## config.mk

```make
export PLATFORM = sky130hd
export DESIGN_NAME = fetch_stage
export DESIGN_NICKNAME = d
export VERILOG_FILES = /design/src/rtl/fetch_stage_pkg.sv /design/src/rtl/fetch_stage_if_id.sv /design/src/rtl/fetch_stage.sv
export SDC_FILE = /design/constraint.sdc
export NUM_CORES = 1
export LEC_CHECK = 0
export ABC_AREA = 1
export CAP_MARGIN = 20
export CORE_UTILIZATION = 45
export DETAILED_ROUTE_END_ITERATION = 12
export GPL_TIMING_DRIVEN = 0
export HOLD_SLACK_MARGIN = 0.05
export PLACE_DENSITY_LB_ADDON = 0.05
export RECOVER_POWER = 100
export REMOVE_ABC_BUFFERS = 1
export SKIP_LAST_GASP = 1
export SLEW_MARGIN = 10
export SYNTH_ARGS = -nofsm -noshare
export SYNTH_HDL_FRONTEND = slang
export SYNTH_HIERARCHICAL = 1
export SYNTH_SLANG_ARGS = --single-unit
```

## constraint.sdc

```tcl
create_clock -name clk -period 3.88 [get_ports clk]
set_input_delay 0.582 -clock clk [delete_from_list [all_inputs] [get_ports clk]]
set_output_delay 0.582 -clock clk [all_outputs]
set_load 0.01 [all_outputs]
```

## src/rtl/fetch_stage_pkg.sv

```systemverilog
// Shared pipeline definitions for the fetch stage and its IF/ID register.
package fetch_stage_pkg;

  typedef enum logic {
    RUN    = 1'b0,
    HALTED = 1'b1
  } fetch_state_e;

  // addi x0, x0, 0 -- canonical bubble placed in IF/ID on a flush
  localparam logic [31:0] NOP_INSTR = 32'h0000_0013;

endpackage

```

## src/rtl/fetch_stage_if_id.sv

```systemverilog
// IF/ID pipeline register: PC, instruction word and valid bit with hold and flush.
module if_id_reg
  import fetch_stage_pkg::*;
#(
  parameter int unsigned PC_W = 9,
  parameter logic [31:0] NOP  = NOP_INSTR
) (
  input  logic            clk,
  input  logic            reset,
  input  logic            hold,
  input  logic            flush,
  input  logic [PC_W-1:0] pc_in,
  input  logic [31:0]     instr_in,
  output logic [PC_W-1:0] pc_out,
  output logic [31:0]     instr_out,
  output logic            valid_out
);

  logic [PC_W-1:0] pc_q, pc_d;
  logic [31:0]     instr_q, instr_d;
  logic            valid_q, valid_d;

  // Flush beats hold; otherwise load unless held.
  always_comb begin
    pc_d    = pc_q;
    instr_d = instr_q;
    valid_d = valid_q;
    if (flush) begin
      pc_d    = pc_in;
      instr_d = NOP;
      valid_d = 1'b0;
    end else if (!hold) begin
      pc_d    = pc_in;
      instr_d = instr_in;
      valid_d = 1'b1;
    end
  end

  // Register update with synchronous reset to an empty bubble.
  always_ff @(posedge clk) begin
    if (reset) begin
      pc_q    <= '0;
      instr_q <= NOP;
      valid_q <= 1'b0;
    end else begin
      pc_q    <= pc_d;
      instr_q <= instr_d;
      valid_q <= valid_d;
    end
  end

  assign pc_out    = pc_q;
  assign instr_out = instr_q;
  assign valid_out = valid_q;

endmodule

```

## src/rtl/fetch_stage.sv

```systemverilog
// Instruction fetch stage: PC register, RUN/HALTED FSM, redirect bookkeeping,
// and the IF/ID register feeding decode.
module fetch_stage
  import fetch_stage_pkg::*;
#(
  parameter int unsigned PC_W = 9,
  parameter logic [31:0] NOP  = NOP_INSTR
) (
  input  logic            clk,
  input  logic            reset,
  input  logic            PcSel,
  input  logic [31:0]     BrPC,
  input  logic            Halt,
  input  logic            Stall,
  output logic [PC_W-1:0] InstrAddr,
  input  logic [31:0]     InstrData,
  output logic [PC_W-1:0] IfId_PC,
  output logic [31:0]     IfId_Instr,
  output logic            IfId_Valid,
  output logic            Halted,
  output logic            Misalign,
  output logic [15:0]     RedirectCnt
);

  fetch_state_e    state_q, state_d;
  logic [PC_W-1:0] pc_q, pc_d;
  logic            misalign_q, misalign_d;
  logic [15:0]     cnt_q, cnt_d;
  logic            ifid_hold, ifid_flush;

  // Upper target bits beyond the PC width are don't-care.
  logic unused_brpc;
  assign unused_brpc = ^BrPC;

  // Next-state logic: redirect beats stall; HALTED freezes everything.
  always_comb begin
    state_d    = state_q;
    pc_d       = pc_q;
    misalign_d = misalign_q;
    cnt_d      = cnt_q;
    ifid_hold  = 1'b1;
    ifid_flush = 1'b0;
    case (state_q)
      RUN: begin
        if (PcSel) begin
          pc_d       = {BrPC[PC_W-1:2], 2'b00};
          ifid_flush = 1'b1;
          ifid_hold  = 1'b0;
          if (cnt_q != '1) cnt_d = cnt_q + 16'd1;
          if (BrPC[1:0] != 2'b00) misalign_d = 1'b1;
          if (Halt) state_d = HALTED;
        end else if (!Stall) begin
          pc_d      = pc_q + PC_W'(4);
          ifid_hold = 1'b0;
        end
      end
      HALTED: begin
        state_d = HALTED;
      end
      default: state_d = RUN;
    endcase
  end

  // FSM, PC and redirect counters in one registered block.
  always_ff @(posedge clk) begin
    if (reset) begin
      state_q    <= RUN;
      pc_q       <= '0;
      misalign_q <= 1'b0;
      cnt_q      <= '0;
    end else begin
      state_q    <= state_d;
      pc_q       <= pc_d;
      misalign_q <= misalign_d;
      cnt_q      <= cnt_d;
    end
  end

  assign InstrAddr   = pc_q;
  assign Halted      = (state_q == HALTED);
  assign Misalign    = misalign_q;
  assign RedirectCnt = cnt_q;

  if_id_reg #(
    .PC_W(PC_W),
    .NOP (NOP)
  ) u_if_id (
    .clk      (clk),
    .reset    (reset),
    .hold     (ifid_hold),
    .flush    (ifid_flush),
    .pc_in    (pc_q),
    .instr_in (InstrData),
    .pc_out   (IfId_PC),
    .instr_out(IfId_Instr),
    .valid_out(IfId_Valid)
  );

endmodule

```

# After elaboration in Yosys (flattened, before gate mapping)
# Cells that the tools add are included.
# totals
output_inout_bits	69
register_bits	69
wordCells	30
input_bits	69
# op_classes
reduce_logical	5
eq_ne	3
bitwise_logic	1
mux	12
n_addsub	2
# op_table
op	n
9-bit 2-to-1 mux	4
16-bit by 1-bit adder with 16-bit output, second input constant	1
16-bit != test, second input constant	1
9-bit by 3-bit adder with 9-bit output, second input constant	1
1-bit 2-to-1 mux	7
3-bit AND reduction	2
2-bit != test, second input constant	2
1-bit one-hot mux with 2 select lines	1
2-bit AND reduction	1
2-bit nonzero test	1
2-bit OR reduction	1
1-bit inverter	1

# Longest topological paths before layout
# depth
word_depth	5
mapped_depth	11
ltp_nobuf	9

# By module
# Netlist, hierarchy kept.
# by_module_without_submodules
module	seq_area_each_um2	cells_per_inst	area_per_inst_um2	instances
if_id_reg	840.8	202	1670.4	1
fetch_stage	500.5	217	1440.1	1

# Least setup slack after synthesis
# No wires, ideal clock.
# synth_path
path_type	input to register
start	input PcSel
end	register u_if_id.instr_q[10] (netlist: u_if_id/instr_out[10])
required_time_ns	3.814
stages	11
setup_ns	0.066
setup_slack_ns	2.117
path_buffers	3
arrival_ns	1.697
path_cell_list	buf_6 > inv_8 > nor2_8 > inv_2 > nand2_4 > inv_1 > buf_6 > inv_6 > clkbuf_4 > nand2_1 > a21oi_2
# synth_between
elab_chain_cells	3
word_cells_on_any_way	5
cone_classes	4 x mux; 1 x reduce/logical
# synth_rtl
item	line	text
start: declaration	fetch_stage.sv:11	input logic PcSel,
1-bit 2-to-1 mux	fetch_stage.sv:45	if (PcSel) begin
1-bit 2-to-1 mux	fetch_stage.sv:43	case (state_q)
named net ifid_flush	fetch_stage.sv:29	logic ifid_hold, ifid_flush;
2-bit OR reduction (no source line)	-	
end signal: assignment	fetch_stage_if_id.sv:47	instr_q <= instr_d;
end: declaration	fetch_stage_if_id.sv:20	logic [31:0] instr_q, instr_d;
# The timed path passes the listed nets, and every way through them passes these cells.
# A chain may end at the register's enable or synchronous reset.

# Worst setup path in the final report
# layout_path
start	input PcSel
end	register u_if_id.pc_q[0] (netlist: u_if_id/pc_out[0])
# layout_between
elab_chain_cells	3
word_cells_on_any_way	6
cone_classes	1 x eq/ne; 5 x mux
# layout_rtl
item	line	text
1-bit 2-to-1 mux (*)	fetch_stage.sv:45	
1-bit 2-to-1 mux (*)	fetch_stage.sv:43	
named net ifid_flush	fetch_stage.sv:29	
2-bit != test (no source line) / 9-bit 2-to-1 mux (equally long branches)	-	
end signal: assignment	fetch_stage_if_id.sv:46	pc_q <= pc_d;
end: declaration	fetch_stage_if_id.sv:19	logic [PC_W-1:0] pc_q, pc_d;
# The timed path passes the listed nets; every way through them passes the cells marked *.

==> flow_summary.json <==
{
  "switching_power_mw": 0.421,
  "hold_depth": 2,
  "slowest_delay_ns": 0.71,
  "htreeDepth": 3,
  "dieArea_mm2": 0.00725,
  "gp_congestion": 0.758,
  "antenna_found_initial": 0,
  "drcViolationCount": 0,
  "worstPathArrival_ns": 3.17,
  "clock_path_buffers": 2,
  "p_per_area_mw_per_mm2": 384,
  "layout.cells.non_filler": 607,
  "vdd_drop_max_mv": 0.203,
  "synth-edff-count": 0,
  "worst_slack_ns": 0.991,
  "combinationalPowerShare_pct": 16.2,
  "port-buffer-count": 112,
  "root_buffer": "clkbuf_8",
  "critPathCaptureType": "register",
  "p_total_mw": 1.67,
  "swShare_pct": 25.3,
  "cts_setup_buffers": 0,
  "cts_tree": "done",
  "finalSetupViolCount": 0,
  "finClkSkew_ns": 0.00790,
  "synth.most_common_cell": "nand2_1",
  "period_needed_ns": 2.89,
  "cts.hold.buffers_added": 0,
  "period_share_pct": 74.4,
  "grt_overflow_total": 0,
  "synth_top_area_share_pct": 43.1,
  "synth_warnings": 6,
  "status": "complete, no violations",
  "synth_top_area_cell": "dfxtp_1",
  "grt_usage_pct": 22.2,
  "drv_cap": 0,
  "path_cells": "dlygate4sd3_1 -> inv_8 -> nor2_8 -> inv_1 -> nand2_1 -> inv_2 -> inv_6 -> nor2_4 -> nor2_1 -> nor2_1",
  "dp.final_hpwl_um": 5190,
  "dr_total_vias": 2972,
  "fp-row-count": 29,
  "core_mm2": 0.00649,
  "crit_top_cell": "nor2_1",
  "drtPass1Iterations": 4,
  "first_iter_violations": 113,
  "routedWlPerCell_um": 12.5,
  "clkPwrFrac_pct": 38.7,
  "hp-class": "reg -> reg",
  "avgSynthCellArea_um2": 7.42,
  "r2r_cells": 8,
  "grt_pass1_wl_um": 12800,
  "syn2layout_area_growth_pct": 39.4,
  "synth_seq_area_share_pct": 43.1,
  "critical_path_class": "in -> reg",
  "worst_slew_pin_slew_ns": 1.05,
  "hold_violations": 0,
  "nFillCells": 575,
  "synth_commonest_cells": "nand2_1 (137), dfxtp_1 (67), nor2_1 (53)",
  "ys_seq_elements": 67,
  "pwr-share-seq_pct": 45.2,
  "diodes": 0,
  "syn_inst": 419,
  "crit_fanout": 46,
  "pin_count": 138,
  "grt_max_degree": 47,
  "numCtsBuffers": 9,
  "final_layout_size_suffix_gt1_share_pct": 7.55,
  "fin_area_mm2": 0.00434,
  "slew_headroom_pct": 30.0,
  "rsz0062_at_grt": "no",
  "cts.repair.resized": 0,
  "dp.cells": 593,
  "start_util_pct": 47.9,
  "synth_area_mm2": 0.00311,
  "yosysUniqueCellTypes": 36,
  "cts_sinks": 67,
  "dominantRegCellSynth": "dfxtp_1",
  "fp.dieW_um": 85.1,
  "drt.antenna.violating_nets": 0,
  "p_leak_nw": 1.85,
  "clk_pin_slew_worst_paths_ns": 0.07,
  "setup_tns_ns": 0,
  "yosys-top-cells-area": "dfxtp_1 (43%), nand2_1 (17%), a21oi_2 (8.4%), nor2_1 (6.4%), a21oi_1 (3.4%)",
  "vias_per_cell": 4.90,
  "max_clock_freq_ghz": 0.346,
  "place_ws_ns": 0.783,
  "routed_wl_um": 7610,
  "synth-async-reset-ratio_pct": 0,
  "slew_viol_final": 0,
  "grt_pass1_vias": 2801,
  "start_kind": "primary input",
  "whs_ns": 0.449,
  "power.internal_mw": 1.25,
  "die_h_um": 85.1,
  "final_core_util_pct": 66.8,
  "crit_slowest_cell": "dlygate4sd3_1",
  "placed_area_mm2": 0.00420,
  "crit_required_ns": 4.16,
  "worstSkewPairLatency_ns": 0.34,
  "fin_nets": 598
}
==> worst max-delay path, delay by kind of cell <==
family,cells,cell delay (ns)
buf+inv,5,1.86
simple gates,5,0.69
==> power by group through the flow <==
stage / clock, mW / sequential, mW / combinational [mW]
after global placement: 0 / 0.768 / 0.291
final: 0.644 / 0.753 / 0.269
after global routing: 0.687 / 0.758 / 0.299
after floorplan: 0 / 0.784 / 0.121
after CTS: 0.654 / 0.754 / 0.296
after detailed placement: 0 / 0.769 / 0.294
==> layer usage <==
metal	vias to the layer above	part of all wire (%)	GRT usage (%)
met4	0	1.2	7.40
li1	1540	-	-
met2	99	44	34.8
met1	1326	45	27.2
met5	-	0	0
met3	7	9.4	9.82
==> final timing paths <==
path                 start                 to  slack, ns
setup / recovery     PcSel  u_if_id/pc_out[0]       0.99
hold / removal    Misalign           Misalign       0.45
setup reg to reg    Halted  u_if_id/pc_out[0]       1.58
hold reg to reg   Misalign           Misalign       0.45
==> cell type report <==
cell class	instances	area, um^2	area share (%)
Clock inverter	2	60.1	1.39
Multi-Input combinational cell	306	1430	33.0
Clock buffer	12	155	3.58
Timing Repair Buffer	112	1120	25.9
Tap cell	77	96.3	2.22
Sequential cell	67	1340	30.9
Inverter	31	129	2.97
==> sequential cells by signal, indices dropped and copies added (netlist names) <==
signal and flops:
Halted 1, InstrAddr 7, Misalign 1, RedirectCnt 16
u_if_id/instr_out 32, u_if_id/pc_out 9, u_if_id/valid_out 1
==> layout by cell type, fill, tap and decap left out <==
cell type / Yosys / layout
a211oi_1: 1 / 1
a21oi_1: 21 / 37
a21oi_2: 30 / 14
a311oi_1: 1 / 1
a31oi_1: 1 / 1
and2_1: 1 / 1
bufinv_16: 0 / 2
clkbuf_1: 2 / 1
clkbuf_8: 0 / 11
clkdlybuf4s50_1: 0 / 43
clkinv_1: 1 / 1
conb_1: 1 / 4
dfxtp_1: 67 / 67
dlygate4sd3_1: 0 / 69
ha_1: 2 / 2
inv_1: 25 / 25
inv_2: 3 / 3
inv_6: 1 / 1
inv_8: 1 / 1
nand2_1: 137 / 138
nand2_2: 1 / 1
nand3_1: 21 / 21
nand3b_1: 1 / 1
nand4_1: 5 / 5
nor2_1: 53 / 54
nor2_2: 2 / 2
nor2_4: 3 / 2
nor2_8: 1 / 1
nor3_1: 3 / 3
o21ai_0: 8 / 8
o21ai_2: 1 / 1
o31ai_1: 1 / 1
or2_2: 1 / 1
xnor2_1: 3 / 3
xor2_1: 3 / 3
==> cell families after synthesis <==
kind of cell | after synthesis | synth area share, %
AOI/OAI and AO/OA | 64 | 14.4
xor gates and xnor gates | 6 | 1.69
adders and majority gates | 2 | 0.804
buffers and inverters | 49 | 8.77
DFF | 67 | 43.1
other | 1 | 0.121
and+or+nand+nor | 230 | 31.1
Power figures use the tool's default switching activity.
